## src/rtl/rom_access_scheduler_pkg.sv

```systemverilog
// rtl/rom_access_scheduler_pkg.sv - shared types, constants and CPU address map for the ROM access scheduler
package rom_access_scheduler_pkg;

    typedef enum logic [1:0] {
        IDLE,
        ADDR,
        READ,
        DONE
    } state_t;

    typedef enum logic {
        CPU,
        DBG
    } grant_t;

    localparam logic [3:0] MOS_BANK     = 4'h4;
    localparam logic [3:0] ROMSEL_RESET = 4'hF;
    localparam logic [7:0] DATA_RESET   = 8'hFF;

    // &C000-&FFFF is always the MOS, &8000-&BFFF the paged bank; below &8000 lands in
    // bank 0, which the ROM set leaves unpopulated so it reads back as &FF.
    function automatic logic [17:0] map_cpu_addr(input logic [15:0] addr, input logic [3:0] sel);
        logic [17:0] mapped;
        case (addr[15:14])
            2'b11:   mapped = {MOS_BANK, addr[13:0]};
            2'b10:   mapped = {sel, addr[13:0]};
            default: mapped = {4'h0, addr[13:0]};
        endcase
        return mapped;
    endfunction

endpackage

```

## src/rtl/rom_access_scheduler_if.sv

```systemverilog
// rtl/rom_access_scheduler_if.sv - CPU, debug, ROMSEL and ROM-set signals of the ROM access scheduler
interface rom_access_scheduler_if;

    logic        cpu_req;
    logic [15:0] cpu_addr;
    logic        cpu_ack;
    logic [7:0]  cpu_data;
    logic        romsel_we;
    logic [3:0]  romsel_din;
    logic [3:0]  romsel;
    logic        dbg_req;
    logic [17:0] dbg_addr;
    logic        dbg_ack;
    logic [7:0]  dbg_data;
    logic [17:0] rom_addr;
    logic [7:0]  rom_data;
    logic        busy;

    modport slave (
        input  cpu_req, cpu_addr, romsel_we, romsel_din, dbg_req, dbg_addr, rom_data,
        output cpu_ack, cpu_data, romsel, dbg_ack, dbg_data, rom_addr, busy
    );

    modport master (
        output cpu_req, cpu_addr, romsel_we, romsel_din, dbg_req, dbg_addr, rom_data,
        input  cpu_ack, cpu_data, romsel, dbg_ack, dbg_data, rom_addr, busy
    );

endinterface

```

## src/rtl/rom_access_scheduler.sv

```systemverilog
// rtl/rom_access_scheduler.sv - round-robin CPU/debug read sequencer for the single-ported ROM set
module rom_access_scheduler
    import rom_access_scheduler_pkg::*;
(
    input  logic                 clk,
    input  logic                 reset_n,
    rom_access_scheduler_if.slave bus
);

    state_t      state;
    grant_t      last_grant;
    grant_t      pick;
    logic [17:0] rom_addr_q;
    logic        cpu_ack_q;
    logic        dbg_ack_q;
    logic [7:0]  cpu_data_q;
    logic [7:0]  dbg_data_q;
    logic [3:0]  romsel_q;
    logic        busy_q;

    // last_grant also names the port that owns the transaction in flight.
    always_comb begin
        pick = DBG;
        if (bus.cpu_req && (!bus.dbg_req || last_grant == DBG)) begin
            pick = CPU;
        end
    end

    always_ff @(posedge clk or negedge reset_n) begin
        if (!reset_n) begin
            state      <= IDLE;
            last_grant <= DBG;
            rom_addr_q <= 18'h0;
            cpu_ack_q  <= 1'b0;
            dbg_ack_q  <= 1'b0;
            cpu_data_q <= DATA_RESET;
            dbg_data_q <= DATA_RESET;
            romsel_q   <= ROMSEL_RESET;
            busy_q     <= 1'b0;
        end else begin
            if (bus.romsel_we) begin
                romsel_q <= bus.romsel_din;
            end
            case (state)
                IDLE: begin
                    if (bus.cpu_req || bus.dbg_req) begin
                        rom_addr_q <= (pick == CPU) ? map_cpu_addr(bus.cpu_addr, romsel_q)
                                                    : bus.dbg_addr;
                        last_grant <= pick;
                        busy_q     <= 1'b1;
                        state      <= ADDR;
                    end
                end
                ADDR: state <= READ;
                READ: begin
                    if (last_grant == CPU) begin
                        cpu_data_q <= bus.rom_data;
                        cpu_ack_q  <= 1'b1;
                    end else begin
                        dbg_data_q <= bus.rom_data;
                        dbg_ack_q  <= 1'b1;
                    end
                    state <= DONE;
                end
                DONE: begin
                    cpu_ack_q <= 1'b0;
                    dbg_ack_q <= 1'b0;
                    busy_q    <= 1'b0;
                    state     <= IDLE;
                end
                default: state <= IDLE;
            endcase
        end
    end

    assign bus.rom_addr = rom_addr_q;
    assign bus.cpu_ack  = cpu_ack_q;
    assign bus.dbg_ack  = dbg_ack_q;
    assign bus.cpu_data = cpu_data_q;
    assign bus.dbg_data = dbg_data_q;
    assign bus.romsel   = romsel_q;
    assign bus.busy     = busy_q;

endmodule

```

## src/flat_wrapper.sv

```systemverilog
// flat-port wrapper written by rule: the top's interface ports become plain ports
module rom_access_scheduler_flat import rom_access_scheduler_pkg::*;
  (clk, reset_n, bus_cpu_req, bus_cpu_addr, bus_romsel_we, bus_romsel_din, bus_dbg_req, bus_dbg_addr, bus_rom_data, bus_cpu_ack, bus_cpu_data, bus_romsel, bus_dbg_ack, bus_dbg_data, bus_rom_addr, bus_busy);
  rom_access_scheduler_if bus_i ();
  input  logic clk;
  input  logic reset_n;
  input wire logic [$bits(bus_i.cpu_req)-1:0] bus_cpu_req;
  input wire logic [$bits(bus_i.cpu_addr)-1:0] bus_cpu_addr;
  input wire logic [$bits(bus_i.romsel_we)-1:0] bus_romsel_we;
  input wire logic [$bits(bus_i.romsel_din)-1:0] bus_romsel_din;
  input wire logic [$bits(bus_i.dbg_req)-1:0] bus_dbg_req;
  input wire logic [$bits(bus_i.dbg_addr)-1:0] bus_dbg_addr;
  input wire logic [$bits(bus_i.rom_data)-1:0] bus_rom_data;
  output wire logic [$bits(bus_i.cpu_ack)-1:0] bus_cpu_ack;
  output wire logic [$bits(bus_i.cpu_data)-1:0] bus_cpu_data;
  output wire logic [$bits(bus_i.romsel)-1:0] bus_romsel;
  output wire logic [$bits(bus_i.dbg_ack)-1:0] bus_dbg_ack;
  output wire logic [$bits(bus_i.dbg_data)-1:0] bus_dbg_data;
  output wire logic [$bits(bus_i.rom_addr)-1:0] bus_rom_addr;
  output wire logic [$bits(bus_i.busy)-1:0] bus_busy;
  assign bus_i.cpu_req = bus_cpu_req;
  assign bus_i.cpu_addr = bus_cpu_addr;
  assign bus_i.romsel_we = bus_romsel_we;
  assign bus_i.romsel_din = bus_romsel_din;
  assign bus_i.dbg_req = bus_dbg_req;
  assign bus_i.dbg_addr = bus_dbg_addr;
  assign bus_i.rom_data = bus_rom_data;
  assign bus_cpu_ack = bus_i.cpu_ack;
  assign bus_cpu_data = bus_i.cpu_data;
  assign bus_romsel = bus_i.romsel;
  assign bus_dbg_ack = bus_i.dbg_ack;
  assign bus_dbg_data = bus_i.dbg_data;
  assign bus_rom_addr = bus_i.rom_addr;
  assign bus_busy = bus_i.busy;
  rom_access_scheduler u_core (.clk(clk), .reset_n(reset_n), .bus(bus_i));
endmodule
```

## config.mk

```make
export PLATFORM = sky130hd
export DESIGN_NAME = rom_access_scheduler_flat
export DESIGN_NICKNAME = d
export VERILOG_FILES = /design/src/rtl/rom_access_scheduler_pkg.sv /design/src/rtl/rom_access_scheduler_if.sv /design/src/rtl/rom_access_scheduler.sv /design/src/flat_wrapper.sv
export SDC_FILE = /design/constraint.sdc
export NUM_CORES = 1
export LEC_CHECK = 0
export BUFFER_PORTS_ARGS = -buffer_cell sky130_fd_sc_hd__buf_2
export CAP_MARGIN = 20
export CORE_MARGIN = 5
export CORE_UTILIZATION = 46
export CTS_CLUSTER_DIAMETER = 150
export DETAILED_ROUTE_END_ITERATION = 16
export PLACE_DENSITY = 0.85
export SETUP_SLACK_MARGIN = 0.5
export SLEW_MARGIN = 20
export SYNTH_ARGS = -nofsm -noshare
export SYNTH_HDL_FRONTEND = slang
export SYNTH_SLANG_ARGS = --single-unit
```

## constraint.sdc

```tcl
create_clock -name clk -period 1.6 [get_ports clk]
set_input_delay 0.08 -clock clk [delete_from_list [all_inputs] [get_ports clk]]
set_output_delay 0.08 -clock clk [all_outputs]
set_load 0.01 [all_outputs]
```

==> summary.md, run 1 <==
The number of warnings printed during yosys synthesis is 0, and the count of placed standard cells including taps is 314. For this run, the leading register cell type out of synthesis is sky130_fd_sc_hd__dfrtp_1. In the post-synthesis netlist, the biggest area contributors are sky130_fd_sc_hd__dfrtp_1 29%, sky130_fd_sc_hd__dfstp_2 28%, sky130_fd_sc_hd__mux2_2 12%. Critical path class: reg -> reg. The routed layout has 1,859 vias.

CTS placed an instance of sky130_fd_sc_hd__clkbuf_8 at the clock tree root. In this run the count of I/O pins placed on the die edge is 92. The worst setup slack after layout came out at 0.203 ns.

The first TritonRoute pass finished after 4 iterations. The finished layout holds 330 standard cells, fillers aside. The final worst-path cycle share is 0.873, and the total wirelength of the detailed-routed design is 6.07 mm.

For this run, design rule violations remaining after detail routing come to 0. The tools report the number of max-slew violations in the final report as 0. Setup violations remaining at the end of the flow were counted as 0. The repair_antennas step left the layout with diodes totalling 0.

The longest clock path from root to sink contains 2 buffers. The actual slew at the worst max-slew pin was 0.528 ns; the critical path's largest stage delay was 0.40 ns. The die outline height came out at 75.4 µm.

The maximum number of pins on one net before global-route repair was 25. The sequential share of the synthesized area came out at 0.574. Averaged over all synthesized cells, the footprint is 11.2 µm². Worst min-delay path category: in -> reg.

The number of buffers and inverters on the critical path was 1; the wire length of the first global-routing pass was 8.55 mm. Timing would allow up to 716 MHz. The CTS H-tree depth was 2; the area overhead of the layout relative to synthesis was 46.9%. The share of the synthesized area in the top cell type works out to 0.293.

The final cell utilization of the core is 0.711, and the number of global-route vias before repair is 1,754. Grouping stages by cell kind, the critical path spends the most delay in flip-flops. The number of I/O port buffers works out to 91. Clock tree synthesis inserted a total of 5 buffers.

The insertion delay of the later-clocked pin in the worst-skew pair is 0.30 ns. The worst path needs 1.40 ns of the cycle, external delays included. The design draws 5.87 mW. The kind of end point of the critical path is a flop. The run finished with clean final reports. The worst setup path is launched from a flop. Traced cell by cell, the critical path runs through inv_2 > ha_4 > nor3b_4 > mux2_4. For this run, the post-layout net count is 334. Measured along the x axis, the die boundary spans 75.4 µm. The net count after synthesis is 230. Number of routed nets with antenna violations: 0. The async set-or-reset flop fraction in the synthesized netlist came out at 1.00. Synthesis handed over a netlist of 175 instances. TritonCTS built the clock tree. Setup repair after global routing could not meet its margin everywhere. The core region is 0.00406 mm².

The tools report the layout filler cell count as 284. The largest individual stage delay along the critical path comes from the cell sky130_fd_sc_hd__dfrtp_1. Routability-driven placement finished with a final weighted congestion of 0.781. For this block, the initial DRC count from the detailed router was 129. The total count of hold-check failures in the final report was 0; the static leakage power was 1.30 nW. The initial antenna violation count is 0, and the number of flops mapped to enable cells by yosys is 0.

Along the worst path, the maximum fanout reaches 4. The run gives 44 as the total clock sinks. For the max-cap check violation count, the log shows 0. Data arrives at the worst endpoint at 1.58 ns. The number of different library cells used by synthesis comes to 25.

The share of post-route cells with drive strength above 1 was 0.675; the area of the die was 0.00568 mm². The headroom to the max-slew limit was 0.648; the effective utilization at floorplan was 0.484. In this run the core area contains 23 standard-cell rows. The logs give 0 ns for the aggregate negative setup slack and 0.205 ns for the pre-CTS setup slack. The library cell with the highest instance count after synthesis was sky130_fd_sc_hd__dfrtp_1. Overall global routing resource usage: 0.202. Counting instances in the post-synthesis netlist gives the leading cell types as 23 x sky130_fd_sc_hd__dfrtp_1, 21 x sky130_fd_sc_hd__dfstp_2, 21 x sky130_fd_sc_hd__mux2_2, 19 x sky130_fd_sc_hd__a31oi_1, 19 x sky130_fd_sc_hd__nor2_1.

The setup skew after layout is 0.00683 ns. The cell taking the most area after synthesis is sky130_fd_sc_hd__dfrtp_1. In this run the cell area of the synthesized design comes to 0.00196 mm². The required time of the worst setup path is 1.78 ns, and the clock-pin slew reported for the worst setup and hold paths after clock tree synthesis is 0.08 ns. The detailed-route wire length per cell was 18.4 µm; the HPWL reported at the end of detailed placement was 3.86 mm. For this design the ratio of total power to cell area is 2030 mW/mm². In the routed layout, each cell is associated on average with a via count of 5.63. After global routing the overflow that remains totals 0.

The number of synthesized register bits is 44, and the worst voltage drop across the vdd grid is 1110 µV.
## cells in the final DEF, fill, tap and decap left out, types with 2 or more instances in the layout
master and instances:
sky130_fd_sc_hd__nand4_1 3, sky130_fd_sc_hd__dfstp_2 21, sky130_fd_sc_hd__nand3_1 14, sky130_fd_sc_hd__o21ai_1 11
sky130_fd_sc_hd__clkbuf_8 5, sky130_fd_sc_hd__nand2_2 2, sky130_fd_sc_hd__a21oi_1 2, sky130_fd_sc_hd__inv_2 2
sky130_fd_sc_hd__o21ai_0 8, sky130_fd_sc_hd__buf_6 3, sky130_fd_sc_hd__ha_1 2, sky130_fd_sc_hd__nand2b_4 2
sky130_fd_sc_hd__buf_4 8, sky130_fd_sc_hd__a31oi_1 19, sky130_fd_sc_hd__nor2_4 7, sky130_fd_sc_hd__a21oi_2 2
sky130_fd_sc_hd__nor2_2 11, sky130_fd_sc_hd__inv_1 3, sky130_fd_sc_hd__buf_2 90, sky130_fd_sc_hd__mux2_2 20
sky130_fd_sc_hd__dfrtp_1 23
## registers in the layout, summed over array words and instances, names as in the netlist
signal / cells
u_core.bus.rom_addr: 18
u_core.bus.cpu_data: 8
u_core.bus.dbg_data: 8
u_core.bus.romsel: 4
u_core.state: 2
u_core.bus.busy: 1
u_core.bus.cpu_ack: 1
u_core.bus.dbg_ack: 1
u_core.last_grant: 1
## per-stage QoR
stage               cell area [µm²]  hold slack (ns)
finish                         2890           0.0159
global route                   2890          0.00925
CTS                            2760         0.000450
detailed placement             2520           0.0889
global placement               2520           0.0868
floorplan                      2020           -0.216
## worst paths after layout
kind                                       from                      end  slack, ns  cells after the start
max reg2reg                     u_core.state[0]          u_core.state[1]       0.20                      4
max in group asynchronous               reset_n   u_core.bus.dbg_data[1]       0.76                      3
min reg2reg                u_core.bus.romsel[1]  u_core.bus.rom_addr[15]       0.55                      2
min in group asynchronous               reset_n  u_core.bus.rom_addr[12]       0.26                      2
min                           bus_romsel_din[0]     u_core.bus.romsel[0]       0.02                      2
max                             u_core.state[0]          u_core.state[1]       0.20                      4
## area by class of cell
type | count | area, µm² | share of cell area
inverter | 5 | 18.8 | 0.00650
sequential | 44 | 1130 | 0.391
tap | 50 | 62.6 | 0.0217
clock inverter | 3 | 41.3 | 0.0143
clock buffer | 5 | 68.8 | 0.0238
multi-input combinational | 116 | 918 | 0.318
timing repair buffer | 107 | 649 | 0.225
## cells by family (layout without fill, tap and decap cells)
logic type	Yosys count	in the layout	share of synthesized area
AOI/OAI and AO/OA	46	46	0.134
DFF	44	44	0.574
and+or+nand+nor	44	45	0.106
muxes	21	21	0.120
buffers and inverters	16	120	0.0401
adders and majority gates	4	4	0.0255
## worst reg2reg max path, delay by kind of cell (launching register included)
| kind | cells | cell delay, ns |
|---|---|---|
| fa+ha+maj | 1 | 0.17 |
| buf+inv | 1 | 0.12 |
| flops | 1 | 0.40 |
| simple gates | 1 | 0.26 |
| mux | 1 | 0.34 |
## power breakdown
group / total, mW / internal [mW] / switching (mW)
registers: 2.20 / 1.82 / 0.384
clock network: 0.850 / 0.463 / 0.386
logic: 2.82 / 1.43 / 1.40
total: 5.87 / 3.71 / 2.17
## timing repair
item	in CTS	in global routing
hold endpoints to repair	15	0
cloned	3	1
pin swaps	1	1
hold buffers	1	0
buffers inserted	2	1
setup endpoints to repair	39	53
gates resized for setup	17	30
## layer usage
layer / track usage / share of wire
met1: 0.259 / 0.38
met2: 0.332 / 0.53
met3: 0.0383 / 0.066
met4: 0.0932 / 0.028
met5: 0 / 0
No activity file was read; power rests on OpenSTA's default activity.
==> inputs of run 2 (changes only) <==
--- a/config.mk
+++ b/config.mk
@@ -8,10 +8,10 @@
 export BUFFER_PORTS_ARGS = -buffer_cell sky130_fd_sc_hd__buf_2
 export CAP_MARGIN = 20
 export CORE_MARGIN = 5
-export CORE_UTILIZATION = 46
+export CORE_UTILIZATION = 30
 export CTS_CLUSTER_DIAMETER = 150
 export DETAILED_ROUTE_END_ITERATION = 16
-export PLACE_DENSITY = 0.85
+export PLACE_DENSITY = 0.62
 export SETUP_SLACK_MARGIN = 0.5
 export SLEW_MARGIN = 20
 export SYNTH_ARGS = -nofsm -noshare
==> run 2 against run 1 <==
First-iteration DRC count down 10%. Critical endpoint unchanged. Setup slack better by 0.065 ns. Critical path depth stayed put. Wire length is 2.5% lower. Clock power is 21% lower. Sequential share of layout area is essentially flat. Total power fell by 3.8%. Fmax grew 4.9%. Clock skew fell by 0.0022 ns. Via count shrank 1.4%. Flip-flop and latch count did not move.
==> summary.md, run 2 (synthesized netlist as in run 1, its figures left out) <==
Final worst-path cycle share: 0.833 (-0.0404). The share of post-route cells with drive strength above 1 is 0.614 (-0.0610). The final cell utilization of the core is 0.455 (-0.257), and the area of the placeable core is 0.00635 mm² (+56%).

The final non-filler cell total was 362 (+9.7%). The number of nets in the final layout is 339 (+1.5%). The run gives 0.29 ns (about the same) as the insertion delay of the later-clocked pin in the worst-skew pair.

The tools report the maximum buffer depth of the clock tree as 2 (unchanged). Master cell of the clock root buffer: sky130_fd_sc_hd__clkbuf_8. The actual slew at the worst max-slew pin was 0.598 ns (+0.0709 ns); the detailed-route wire length per cell was 16.4 µm (-11%). The maximum number of pins on one net before global-route repair is 45 (+80%).

Traced cell by cell, the critical path runs through inv_2 > ha_4 > nor3b_4 > mux2_4. Setup repair after global routing could not meet its margin everywhere. The detailed-route vias per instance came out at 5.06 (-10%). The wire length of the first global-routing pass was 8.98 mm (+5.0%).

For the headroom to the max-slew limit, the log shows 0.601 (-0.0473). The run finished with clean final reports. The CTS H-tree depth is 2 (unchanged).

The logs give 338 (+7.6%) for the count of placed standard cells including taps and 0.134 (-0.0676) for the overall global routing resource usage. The run gives 116 (-10%) as the violation count after the first detailed-route iteration. Largest fanout of any net on the critical path: 4 (unchanged). The number of I/O port buffers is 91 (unchanged). Kind of end point of the critical path: a flop.

Setup violation total in the final timing report: 0 (unchanged). The clock-pin slew reported for the worst setup and hold paths after clock tree synthesis came out at 0.08 ns (about the same). The critical path's largest stage delay was 0.45 ns (+0.05 ns). The total count of hold-check failures in the final report was 0 (unchanged). For the worst voltage drop across the vdd grid, the log shows 708 µV (-36%).

The flip-flop count of the largest register after layout works out to 18 (unchanged). In the layout the commonest cells are 91 x sky130_fd_sc_hd__buf_2, 22 x sky130_fd_sc_hd__dfrtp_1, 21 x sky130_fd_sc_hd__dfstp_2. The element type at the critical path start is a flop.

The run gives 5 (unchanged) as the number of CTS-inserted buffers. The final estimated routing congestion in global placement is 0.733 (-6.2%), and the post-route minimum period is 1.33 ns (-0.0646 ns). The total congestion overflow is 0 (unchanged), and the via count is 1,833 (-1.4%). The initial antenna violation count was 0 (unchanged). The width of the die was 90.9 µm (+21%); the antenna diode count was 0 (unchanged). Effective utilization at floorplan: 0.309 (-0.175). TritonCTS built the clock tree.

The logs give 1.78 ns (about the same) for the required time of the worst setup path and 0 (unchanged) for the number of routed nets with antenna violations. The die outline height came out at 90.9 µm (+21%). The tools report the number of global-route vias before repair as 1,810 (+3.2%).

The number of search-and-repair iterations in the first detailed-routing pass is 4 (unchanged), and the post-detailed-route DRC marker count is 0 (unchanged). For the boundary pin count, the log shows 92 (unchanged). The static leakage power is 1.31 nW (+0.62%). The power per cell area is 1960 mW/mm² (-3.8%), and the setup skew after layout is 0.00464 ns (-0.00219 ns).

The HPWL reported at the end of detailed placement came out at 3.88 mm (+0.53%). The run gives 0 (unchanged) as the number of max-slew violations in the final report. The placement row count was 29 (+26%). The tools report the max-cap check violation count as 0 (unchanged). The slowest stage of the critical path belongs to the cell sky130_fd_sc_hd__dfrtp_2. The data arrival at the endpoint of the critical path came out at 1.52 ns (-0.06 ns).

By startpoint and endpoint, the worst setup path is classified as reg -> reg. The worst hold path belongs to the class in -> reg. The logs give 0 ns (unchanged) for the aggregate negative setup slack and 5.92 mm (-2.5%) for the total wirelength of the detailed-routed design. The area overhead of the layout relative to synthesis is 46.9% (unchanged). The area of the die came out at 0.00827 mm² (+46%).

Maximum clock frequency: 751 MHz (+4.9%). The leading cell type in the layout, fill and taps excluded was sky130_fd_sc_hd__buf_2. The total clock sinks is 44 (unchanged).
==> run 2: cell count changes in the layout (fill, tap and decap cells not counted), sizes merged <==
cell,before,now
and2b,2,1
buf,104,110
bufinv,1,0
clkbuf,7,8
inv,6,5
nand2,2,3
==> run 2: layout make-up <==
class,instances,area (µm²)
inverter,5,18.8
tap,77,96.3
multi-input combinational,116,881
fill,601,3460
sequential,44,1130
clock buffer,7,76.3
timing repair buffer,112,681
clock inverter,1,5.00
==> run 2: stage by stage <==
| step | total power [mW] | setup slack [ns] | cell area, µm² | hold WS, ns |
|---|---|---|---|---|
| 3_3_place_gp | 4.28 | 0.236 | 2530 | 0.192 |
| 3_5_place_dp | 4.35 | 0.175 | 2530 | 0.194 |
| 6_report | 5.65 | 0.268 | 2890 | 0.0175 |
| 2_1_floorplan | 3.54 | 0.282 | 2020 | -0.216 |
| 5_1_grt | 6.07 | 0.215 | 2890 | 0.00402 |
| 4_1_cts | 5.29 | 0.244 | 2720 | 0.00402 |
==> run 2: per-layer routing <==
metal | part of all wire | global-route usage | up-vias | wire [µm]
li1 | - | - | 848 | -
met1 | 0.41 | 0.171 | 901 | 2450
met2 | 0.50 | 0.218 | 68 | 2970
met3 | 0.057 | 0.0300 | 16 | 338
met4 | 0.028 | 0.0599 | 0 | 165
met5 | 0 | 0 | - | 0
==> run 2: power breakdown <==
group | total (mW) | switching [mW] | internal (mW) | leakage, nW
clock | 0.675 | 0.368 | 0.307 | 0.0422
sequential | 2.11 | 0.289 | 1.82 | 0.481
combinational | 2.87 | 1.41 | 1.46 | 0.788
total | 5.65 | 2.06 | 3.59 | 1.31
==> run 2: worst max-delay path: cells and delay by family (launching register included) <==
family | cells | cell delay [ns]
multiplexers | 1 | 0.32
buffers and inverters | 1 | 0.09
AND/OR/NAND/NOR | 1 | 0.22
flip-flops | 1 | 0.45
adder cells (fa/ha/maj) | 1 | 0.14
==> run 2: final timing paths <==
| check | from | endpoint | slack (ns) | cells past startpoint |
|---|---|---|---|---|
| max | u_core.state[1] | u_core.state[1] | 0.27 | 4 |
| min in group asynchronous | reset_n | u_core.bus.rom_addr[1] | 0.40 | 3 |
| min | bus_romsel_din[0] | u_core.bus.romsel[0] | 0.02 | 2 |
| max reg2reg | u_core.state[1] | u_core.state[1] | 0.27 | 4 |
| min reg2reg | u_core.bus.rom_addr[16] | u_core.bus.rom_addr[16] | 0.54 | 2 |
| max in group asynchronous | reset_n | u_core.state[1] | 0.80 | 3 |
==> run 2: what timing repair did <==
item | in CTS | in global routing
endpoints found under the setup margin | 39 | 41
resized for setup | 11 | 17
pin swaps | 4 | 3
hold buffers | 1 | 0
cloned | 2 | 2
buffers inserted | 3 | 8
hold endpoints to repair | 23 | 0
==> inputs of run 3 (changes only) <==
==> constraint.sdc (replaced) <==
create_clock -name clk -period 1.4 [get_ports clk]
set_input_delay 0.07 -clock clk [delete_from_list [all_inputs] [get_ports clk]]
set_output_delay 0.07 -clock clk [all_outputs]
set_load 0.01 [all_outputs]
==> run 3 against run 2 <==
Register-to-register slack lost 0.21 ns. Combinational power grew 28%. Cell count grew 4.4%.
==> summary.md, run 3 (synthesized netlist as in run 1, its figures left out) <==
The final non-filler cell total is 378 (+4.4%), and the data arrival at the endpoint of the critical path is 1.53 ns (about the same). In this run the critical register-to-register path is launched from u_core.state[1]. The via count is 1,814 (-1.0%), and the post-detailed-route DRC marker count is 0 (unchanged).

The met1 layer wirelength in the final routing was 2.58 mm (+5.5%). The final worst-path cycle share came out at 0.961 (+0.129). In the layout the commonest cells are 65 x sky130_fd_sc_hd__buf_2, 28 x sky130_fd_sc_hd__buf_6, 23 x sky130_fd_sc_hd__dfrtp_1. The tools report the effective utilization at floorplan as 0.309 (unchanged). The clock-pin slew reported for the worst setup and hold paths after clock tree synthesis works out to 0.08 ns (about the same). The logs give 0.144 (+0.025) for the proportion of power drawn by the clock network and 9.12 mm (+1.6%) for the wire length of the first global-routing pass. The share of post-route cells with drive strength above 1 works out to 0.618 (+0.00391).

The leading cell type in the layout, fill and taps excluded was sky130_fd_sc_hd__buf_2. The cell-internal power was 4.77 mW (+33%); the boundary pin count was 92 (unchanged). The actual slew at the worst max-slew pin was 0.607 ns (+0.00900 ns). The number of I/O port buffers is 91 (unchanged), and the largest fanout of any net on the critical path is 4 (unchanged). The overall global routing resource usage is 0.137 (+0.00241), and the layout filler cell count is 586 (-2.5%). The tools report the total wirelength of the detailed-routed design as 6.10 mm (+3.0%). The total count of hold-check failures in the final report was 0 (unchanged); the post-route minimum period was 1.35 ns (+0.0134 ns).

Power per cell area: 2230 mW/mm² (+14%). The insertion delay of the later-clocked pin in the worst-skew pair came out at 0.30 ns (about the same). The endpoint identified for the worst register-to-register timing path is u_core.state[1]. The area of the die is 0.00827 mm² (unchanged).

The aggregate negative setup slack is 0 ns (unchanged). The run gives 0 (unchanged) as the setup violation total in the final timing report. The number of nets in the final layout came out at 355 (+4.7%). Element type at the critical path start: a flop. The met2 wire length is 3.16 mm (+6.5%), and the maximum buffer depth of the clock tree is 2 (unchanged). For the setup skew after layout, the log shows 0.00638 ns (+0.00174 ns). Proportion of power drawn by flip-flops and latches: 0.345 (-0.028). The switching share of power was 0.336 (-0.0294).

The worst voltage drop across the vdd grid was 1050 µV (+49%). The tools report the flop-to-flop setup slack as 0.05 ns (-0.21 ns). The maximum number of pins on one net before global-route repair came out at 38 (-16%). The pre-CTS setup slack was 0.0165 ns (-0.159 ns). Width of the die: 90.9 µm (unchanged). The required time of the worst setup path came out at 1.58 ns (-0.20 ns).

STA classifies the critical path endpoint as a flop. The detailed-route wire length per cell was 16.1 µm (-1.3%); the number of routed nets with antenna violations was 0 (unchanged). Max-cap check violation count: 0 (unchanged). Relative to the synthesized area, the layout overhead comes to 63.6%. The number of global-route vias before repair is 1,809 (-0.055%), and the standard cell area after detailed placement is 0.00258 mm² (+1.8%).

The count of placed standard cells including taps is 339 (+0.30%), and the die outline height is 90.9 µm (unchanged). The critical path's largest stage delay came out at 0.41 ns (-0.04 ns). For the cell area after layout, the log shows 0.00321 mm² (+11%). The total chip power came out at 7.18 mW (+27%). The launch point of the critical path is u_core.state[1].

CTS H-tree depth: 2 (unchanged). The worst min-delay path category was in -> reg. The number of search-and-repair iterations in the first detailed-routing pass came out at 4 (unchanged). For the total congestion overflow, the log shows 0 (unchanged). The logs give 3.88 mm (about the same) for the HPWL reported at the end of detailed placement and 0.595 (-0.00600) for the headroom to the max-slew limit. The number of CTS-inserted buffers is 5 (unchanged), and the count of cells along the worst register-to-register path is 4 (unchanged). The run gives 0.00635 mm² (unchanged) as the area of the placeable core.

The flip-flop count of the largest register after layout works out to 18 (unchanged). The tree is rooted in a sky130_fd_sc_hd__clkbuf_8. The final estimated routing congestion in global placement was 0.683 (-6.8%); the antenna diode count was 0 (unchanged).

Setup repair after global routing could not meet its margin everywhere. The final cell utilization of the core is 0.506 (+0.0516), and the portion of total power attributed to combinational logic is 0.511 (+0.003). For the violation count after the first detailed-route iteration, the log shows 69 (-41%). The detailed-route vias per instance was 4.80 (-5.2%). The maximum clock frequency is 743 MHz (-0.99%).

The flow ran to the end, and the final reports show no timing, DRC or antenna violations. The total clock sinks is 44 (unchanged), and the placement row count is 29 (unchanged). For the worst setup slack after layout, the log shows 0.0542 ns (-0.213 ns).

The sum of met3 wire segment lengths after detailed routing was 272 µm (-20%). The run gives 2.41 mW (+17%) as the switching power total. The signal on the critical path passes through inv_2 > ha_4 > nor3b_4 > mux2_4. Initial antenna violation count: 0 (unchanged). For the worst-case hold slack, the log shows 0.0149 ns (-0.00265 ns). The destination of the critical timing path was u_core.state[1].

The run gives 1.46 nW (+11%) as the static leakage power. Among all stages on the critical path, the largest delay is contributed by sky130_fd_sc_hd__dfrtp_1. TritonCTS built the clock tree.

The run gives 0 (unchanged) as the number of max-slew violations in the final report. Critical path class: reg -> reg. The uppermost layer routed was met4.
==> run 3: cell count changes in the layout (fill, tap and decap cells not counted), moves of 2 or more <==
cell,before,now
sky130_fd_sc_hd__buf_2,91,65
sky130_fd_sc_hd__buf_6,4,28
sky130_fd_sc_hd__dlygate4sd3_1,1,9
sky130_fd_sc_hd__buf_4,13,20
sky130_fd_sc_hd__nor2_1,19,14
sky130_fd_sc_hd__nor2_2,0,4
sky130_fd_sc_hd__buf_12,1,3
sky130_fd_sc_hd__clkbuf_1,2,0
sky130_fd_sc_hd__nand2_8,2,0
==> run 3: how the worst min path moves through the flow <==
stage	startpoint	end	depth (start not counted)
CTS	bus_rom_data[3]	u_core.bus.cpu_data[3]	2
global route	bus_rom_data[3]	u_core.bus.cpu_data[3]	2
floorplan	reset_n	u_core.bus.busy	0
finish	bus_rom_data[3]	u_core.bus.cpu_data[3]	2
global placement	reset_n	u_core.bus.rom_addr[12]	1
detailed placement	reset_n	u_core.bus.rom_addr[12]	1
==> run 3: critical path: cells and delay by family (launching register included) <==
kind,cells,cell delay (ns)
adder cells (fa/ha/maj),1,0.15
AND/OR/NAND/NOR,1,0.25
buffers and inverters,1,0.09
multiplexers,1,0.33
flip-flops,1,0.41
==> run 3: timing repair <==
action                                  in CTS  in global routing
endpoints found under the setup margin      76                 98
setup buffers                                9                  8
hold endpoints to repair                    20                  1
pin swaps                                    0                  1
resized for setup                           27                 17
cloned                                       0                  5
hold buffers                                 8                  1
==> run 3: metal layers <==
| metal | up-vias | global-route usage |
|---|---|---|
| met1 | 879 | 0.166 |
| met4 | 0 | 0.0465 |
| met5 | - | 0 |
| met2 | 42 | 0.230 |
| li1 | 885 | - |
| met3 | 8 | 0.0417 |
==> run 3: layout make-up <==
| type | instances | area, µm² | area share |
|---|---|---|---|
| clock inverter | 2 | 38.8 | 0.0121 |
| tap | 77 | 96.3 | 0.0300 |
| multi-input combinational | 115 | 837 | 0.260 |
| sequential | 44 | 1130 | 0.351 |
| clock buffer | 6 | 82.6 | 0.0257 |
| inverter | 5 | 18.8 | 0.00584 |
| timing repair buffer | 129 | 1010 | 0.315 |
==> run 3: power by group through the flow <==
stage | registers, mW | logic [mW] | clock network [mW]
after floorplan | 2.69 | 1.39 | 0
after global placement | 2.39 | 2.58 | 0
after detailed placement | 2.42 | 2.63 | 0
after CTS | 2.46 | 3.14 | 1.07
after global routing | 2.55 | 3.98 | 1.12
final | 2.48 | 3.66 | 1.04
